### src/rtl/dma_pkg.sv
// Shared types and defaults for the IO-to-memory DMA channel.
// Holds the channel state encoding and default sizing constants.
package dma_pkg;

    localparam int DEF_FIFO_DEPTH = 4;
    localparam int DEF_ADDR_W     = 16;
    localparam int DATA_W         = 32;
    localparam int LEN_W          = 16;

    typedef enum logic [2:0] {
        ST_IDLE,
        ST_ARMED,
        ST_REQ,
        ST_XFER,
        ST_DONE
    } dma_state_t;

endpackage

### src/rtl/dma_fifo.sv
// Capture FIFO between the IO source and the memory write port.
// A push while full succeeds only when a pop happens on the same edge.
module dma_fifo
    import dma_pkg::*;
#(
    parameter int DEPTH = DEF_FIFO_DEPTH,
    parameter int W     = DATA_W,
    localparam int AW   = $clog2(DEPTH)
) (
    input  logic          clk,
    input  logic          reset,
    input  logic          push,
    input  logic          pop,
    input  logic [W-1:0]  wdata,
    output logic [W-1:0]  rdata,
    output logic          full,
    output logic          empty,
    output logic [AW:0]   count
);

    localparam logic [AW:0] FULL_CNT = (AW + 1)'(DEPTH);

    logic [W-1:0]  mem [DEPTH];
    logic [AW-1:0] wptr;
    logic [AW-1:0] rptr;
    logic [AW:0]   cnt;
    logic          do_push;
    logic          do_pop;

    // Qualify requests against current occupancy.
    always_comb begin
        do_pop  = pop && (cnt != '0);
        do_push = push && ((cnt != FULL_CNT) || do_pop);
    end

    // Storage array; contents are don't-care until written.
    always_ff @(posedge clk) begin
        if (do_push) begin
            mem[wptr] <= wdata;
        end
    end

    // Pointers and occupancy; power-of-2 depth lets pointers wrap freely.
    always_ff @(posedge clk or negedge reset) begin
        if (!reset) begin
            wptr <= '0;
            rptr <= '0;
            cnt  <= '0;
        end else begin
            if (do_push) begin
                wptr <= wptr + 1'b1;
            end
            if (do_pop) begin
                rptr <= rptr + 1'b1;
            end
            unique case ({do_push, do_pop})
                2'b10:   cnt <= cnt + 1'b1;
                2'b01:   cnt <= cnt - 1'b1;
                default: cnt <= cnt;
            endcase
        end
    end

    assign rdata = mem[rptr];
    assign full  = (cnt == FULL_CNT);
    assign empty = (cnt == '0);
    assign count = cnt;

endmodule

### src/rtl/dma_io_channel.sv
// IO capture DMA channel: buffers strobed IO words and writes them
// to consecutive memory word addresses while holding the bus grant.
module dma_io_channel
    import dma_pkg::*;
#(
    parameter int FIFO_DEPTH = DEF_FIFO_DEPTH,
    parameter int ADDR_W     = DEF_ADDR_W
) (
    input  logic                          clk,
    input  logic                          reset,
    input  logic                          new_data_ready,
    input  logic [31:0]                   io_data,
    input  logic                          cfg_start,
    input  logic [ADDR_W-1:0]             cfg_base,
    input  logic [15:0]                   cfg_len,
    output logic                          bus_req,
    input  logic                          bus_grant,
    output logic                          mem_we,
    output logic [ADDR_W-1:0]             mem_addr,
    output logic [31:0]                   mem_wdata,
    output logic                          busy,
    output logic                          done,
    output logic                          overflow,
    output logic [$clog2(FIFO_DEPTH):0]   fifo_count
);

    dma_state_t           state;
    logic [ADDR_W-1:0]    base_q;
    logic [LEN_W-1:0]     len_q;
    logic [LEN_W-1:0]     written;
    logic [LEN_W-1:0]     written_inc;
    logic [LEN_W-1:0]     accepted;

    logic                 fifo_full;
    logic                 fifo_empty;
    logic [DATA_W-1:0]    fifo_head;
    logic                 start_ok;
    logic                 can_take;
    logic                 push;
    logic                 pop;
    logic                 drop_full;

    // Capture admission and pop decisions for this cycle.
    always_comb begin
        start_ok    = cfg_start && (state == ST_IDLE);
        can_take    = busy && (accepted < len_q);
        pop         = (state == ST_XFER) && bus_grant && !fifo_empty;
        push        = new_data_ready && can_take && (!fifo_full || pop);
        drop_full   = new_data_ready && can_take && fifo_full && !pop;
        written_inc = written + 1'b1;
    end

    assign bus_req = (state == ST_REQ) || (state == ST_XFER);

    dma_fifo #(
        .DEPTH (FIFO_DEPTH),
        .W     (DATA_W)
    ) u_fifo (
        .clk   (clk),
        .reset (reset),
        .push  (push),
        .pop   (pop),
        .wdata (io_data),
        .rdata (fifo_head),
        .full  (fifo_full),
        .empty (fifo_empty),
        .count (fifo_count)
    );

    // Accepted-word counter and sticky overflow, cleared on a new transfer.
    always_ff @(posedge clk or negedge reset) begin
        if (!reset) begin
            accepted <= '0;
            overflow <= 1'b0;
        end else if (start_ok) begin
            accepted <= '0;
            overflow <= 1'b0;
        end else begin
            if (push) begin
                accepted <= accepted + 1'b1;
            end
            if (drop_full) begin
                overflow <= 1'b1;
            end
        end
    end

    // Channel FSM with registered write port and status outputs.
    always_ff @(posedge clk or negedge reset) begin
        if (!reset) begin
            state     <= ST_IDLE;
            base_q    <= '0;
            len_q     <= '0;
            written   <= '0;
            mem_we    <= 1'b0;
            mem_addr  <= '0;
            mem_wdata <= '0;
            busy      <= 1'b0;
            done      <= 1'b0;
        end else begin
            mem_we <= 1'b0;
            done   <= 1'b0;
            unique case (state)
                ST_IDLE: begin
                    if (cfg_start) begin
                        base_q  <= cfg_base;
                        len_q   <= cfg_len;
                        written <= '0;
                        busy    <= 1'b1;
                        state   <= ST_ARMED;
                    end
                end
                ST_ARMED: begin
                    if (len_q == '0) begin
                        state <= ST_DONE;
                    end else if (!fifo_empty) begin
                        state <= ST_REQ;
                    end
                end
                ST_REQ: begin
                    if (bus_grant) begin
                        state <= ST_XFER;
                    end
                end
                ST_XFER: begin
                    if (!bus_grant) begin
                        state <= ST_REQ;
                    end else if (!fifo_empty) begin
                        mem_we    <= 1'b1;
                        mem_addr  <= base_q + ADDR_W'(written);
                        mem_wdata <= fifo_head;
                        written   <= written_inc;
                        if (written_inc == len_q) begin
                            state <= ST_DONE;
                        end
                    end else begin
                        state <= ST_ARMED;
                    end
                end
                ST_DONE: begin
                    done  <= 1'b1;
                    busy  <= 1'b0;
                    state <= ST_IDLE;
                end
                default: begin
                    state <= ST_IDLE;
                end
            endcase
        end
    end

endmodule

### config.mk
export PLATFORM = sky130hd
export DESIGN_NAME = dma_io_channel
export DESIGN_NICKNAME = d
export VERILOG_FILES = /design/src/rtl/dma_pkg.sv /design/src/rtl/dma_fifo.sv /design/src/rtl/dma_io_channel.sv
export SDC_FILE = /design/constraint.sdc
export NUM_CORES = 1
export LEC_CHECK = 0
export BUFFER_PORTS_ARGS = -buffer_cell sky130_fd_sc_hd__buf_4
export CORE_MARGIN = 4
export CORE_UTILIZATION = 30
export DETAILED_ROUTE_END_ITERATION = 8
export PLACE_DENSITY = 0.51
export SYNTH_ARGS = -nofsm -noshare
export SYNTH_HDL_FRONTEND = slang
export SYNTH_SLANG_ARGS = --single-unit
### constraint.sdc
create_clock -name clk -period 3.9 [get_ports clk]
set_input_delay 0.78 -clock clk [delete_from_list [all_inputs] [get_ports clk]]
set_output_delay 0.78 -clock clk [all_outputs]
set_load 0.02 [all_outputs]
==> qor.yml <==
logic_synthesis:
  avgSynthCellArea_um2: 12.20
  synth_edf_count: 128
  syn_inst: 945
  async_reset_ff_share_pct: 49.61
  yosys_most_used_dff: "edfxtp_1"
  yosysSeqAreaShare_pct: 60.70
  synth.ff_latch_count: 254
  syn-num-nets: 1053
  yosysUniqueCellTypes: 61
  synth_area_um2: 11530
  yosysWarnings: 0
routing:
  dr.max_layer_used: "met5"
  final_antenna_net_count: 0
  wl_met2_mm: 14.11
  wl_met3_mm: 1.499
  vias_per_cell: 4.833
  drt_first_pass_iters: 5
  wl_mm: 29.32
  avgRoutedWirePerCell_um: 18.25
  drc: 0
  dr_total_vias: 7766
  wl_met1_mm: 13.05
  first_iter_violations: 374
grt:
  grt_use_total_pct: 13.84
  grt_pass1_wl_mm: 46.23
  grt_max_degree: 80
  grt_remaining_overflow: 0
  antenna_found_initial: 1
  grt_pass1_vias: 8030
clock_tree:
  cts_made_buffers: 29
  clockBufferDepth: 3
  cts_tree: "yes"
  ctsHoldBuffers: 0
  cts.sinks: 254
  cts_root_buf: "clkbuf_16"
  cts_setup_buffers: 0
  insertion_delay_ps: 560
  htreeDepth: 1
  clk_transition_reported_paths_ps: 60
  cts_resized: 0
power_and_ir_drop:
  p_int_mw: 6.589
  comb_power_share_pct: 33.4
  switching_share_pct: 35.40
  p_clk_share_pct: 25.9
  switchingPower_mw: 3.612
  seq_power_share_pct: 40.7
  p_leak_nw: 5.888
  power.density_nw_per_um2: 727.2
  ir_drop_uv: 414.7
sta:
  fin_skew_ps: 10.94
  period_needed_ps: 3068
  setup_ws_ps: 831.6
  drv_slew: 0
  hold_viol: 0
  timing.fmax_mhz: 325.9
  rsz0062_at_grt: "false"
  post-route-period-util_pct: 78.68
  slew_headroom_pct: 43.31
  setup_tns_ps: 0
  tightest_slew_ps: 847.3
  setup_viol: 0
placed_design:
  dp_slack_ps: 801.6
  globalplace.congestion: 0.8435
  hpwl_mm: 19.74
  portBuffers: 124
floorplan:
  die_y_um: 204.0
  initial_core_util_pct: 30.53
  coreArea_um2: 37760
  placementRows: 71
  die_x_um: 204.0
  die_area_um2: 41620
  pin_count: 125
critical_path:
  critical_path.startpoint_type: "register"
  r2r_cells: 10
  crit_type: "register to register"
  r2r-start: "len_q[7]$_DFFE_PN0P_"
  cp_max_fo: 8
  critPathRequiredTime_ps: 4370
  cp-end-kind: "register"
  startpoint: "len_q[7]$_DFFE_PN0P_"
  cp.arrival_ps: 3540
  r2r_end: "u_fifo.count[1]$_DFFE_PN0P_"
  rrSetupSlack_ps: 830
  cp-endpoint: "u_fifo.count[1]$_DFFE_PN0P_"
worst_hold_path:
  worstHoldPathType: "primary input to async pin"
finish:
  syn_to_final_growth_pct: 21.70
  drive_above_1_share_pct: 22.90
  layout_common_cells: "nand2_1 (206), buf_4 (136), edfxtp_1 (128)"
  diodes: 0
  layout_commonest_cell: "nand2_1"
  fin_nets: 1181
job:
  drv_cap: 0
run_status:
  status: "complete, no violations"
## flip-flops by register name, summed over array words and instances (netlist names)
register and cells:
state 3, mem_wdata 32, accepted 16, mem_addr 16, u_fifo.mem 128, u_fifo.rptr 2, len_q 16, overflow 1
busy 1, written 16, base_q 16, u_fifo.wptr 2, done 1, mem_we 1, u_fifo.count 3
## stage by stage
stage	utilization (%)	area, µm²	std cells	hold WS, ps	power (mW)
finish	37.16	14030	1607	274.5	10.20
global route	37.16	14030	1607	329.1	10.89
CTS	37.16	14030	1607	309.1	10.39
detailed placement	34.72	13110	1553	463.8	7.694
global placement	34.72	13110	1553	464.5	7.656
floorplan	-	11530	945	452.3	6.360
## kinds of logic after synthesis
| family | Yosys count | share of synthesized area, % |
|---|---|---|
| compound gates | 152 | 8.488 |
| flops | 254 | 60.70 |
| fa+ha+maj | 39 | 4.363 |
| mux | 39 | 6.871 |
| xor+xnor | 39 | 2.963 |
| simple gates | 351 | 14.22 |
| buf+inv | 71 | 2.399 |
## critical path, cell delays in order (launching register included)
cell and delay [ps]:
dfrtp_1 420, inv_1 110, ha_1 310, a2111oi_0 450, nor2_1 170, nor4_4 420, nand2_2 210, ha_1 250
inv_1 70, fa_1 400, o21ai_0 160
## worst min-delay path by stage
stage                                 to  slack (ps)  cells after the start
2_1_floorplan      base_q[0]$_DFFE_PN0P_         450                      2
5_1_grt          mem_addr[9]$_DFFE_PN0P_         330                      1
3_5_place_dp   mem_wdata[13]$_DFFE_PN0P_         460                      2
6_report         mem_addr[9]$_DFFE_PN0P_         270                      1
3_3_place_gp   mem_wdata[23]$_DFFE_PN0P_         460                      2
4_1_cts          mem_addr[9]$_DFFE_PN0P_         310                      1
## routing by layer
metal / vias to the layer above / GRT usage, %
met5: - / 0
met4: 2 / 2.895
met3: 40 / 2.666
met2: 168 / 23.60
met1: 3852 / 18.53
li1: 3704 / -
## synthesized netlist by cell type, types with 9 or more instances
| library cell | count | area, µm² |
|---|---|---|
| and3_1 | 14 | 87.58 |
| o31ai_1 | 22 | 165.2 |
| nor4_1 | 10 | 62.56 |
| nand4_1 | 9 | 56.30 |
| mux4_2 | 32 | 720.7 |
| nand2_1 | 206 | 773.2 |
| nor2_1 | 28 | 105.1 |
| dfrtp_1 | 126 | 3153 |
| inv_1 | 27 | 101.4 |
| nand3_1 | 18 | 90.09 |
| xor2_1 | 20 | 175.2 |
| xnor2_1 | 19 | 166.4 |
| o21ai_0 | 61 | 305.3 |
| ha_1 | 37 | 462.9 |
| a21oi_1 | 18 | 90.09 |
| nor3_1 | 14 | 70.07 |
| edfxtp_1 | 128 | 3844 |
| or2_2 | 15 | 93.84 |
| clkbuf_1 | 34 | 127.6 |
## area by class of cell
cell class / count / area [µm²]
flip-flops and latches: 254 / 6998
repair buffers: 140 / 1092
inverters: 28 / 105.1
multi-input cells: 620 / 4273
well taps: 511 / 639.4
clock inverters: 22 / 183.9
fillers: 3699 / 23730
clock buffers: 32 / 737.0
## power groups by stage
stage / registers, mW / clock network [mW] / logic (mW)
after floorplan: 4.31 / 0 / 2.05
after global placement: 4.19 / 0 / 3.47
after detailed placement: 4.20 / 0 / 3.49
after CTS: 4.17 / 2.72 / 3.51
after global routing: 4.25 / 2.83 / 3.80
final: 4.15 / 2.64 / 3.41
Power figures use the tool's default switching activity.
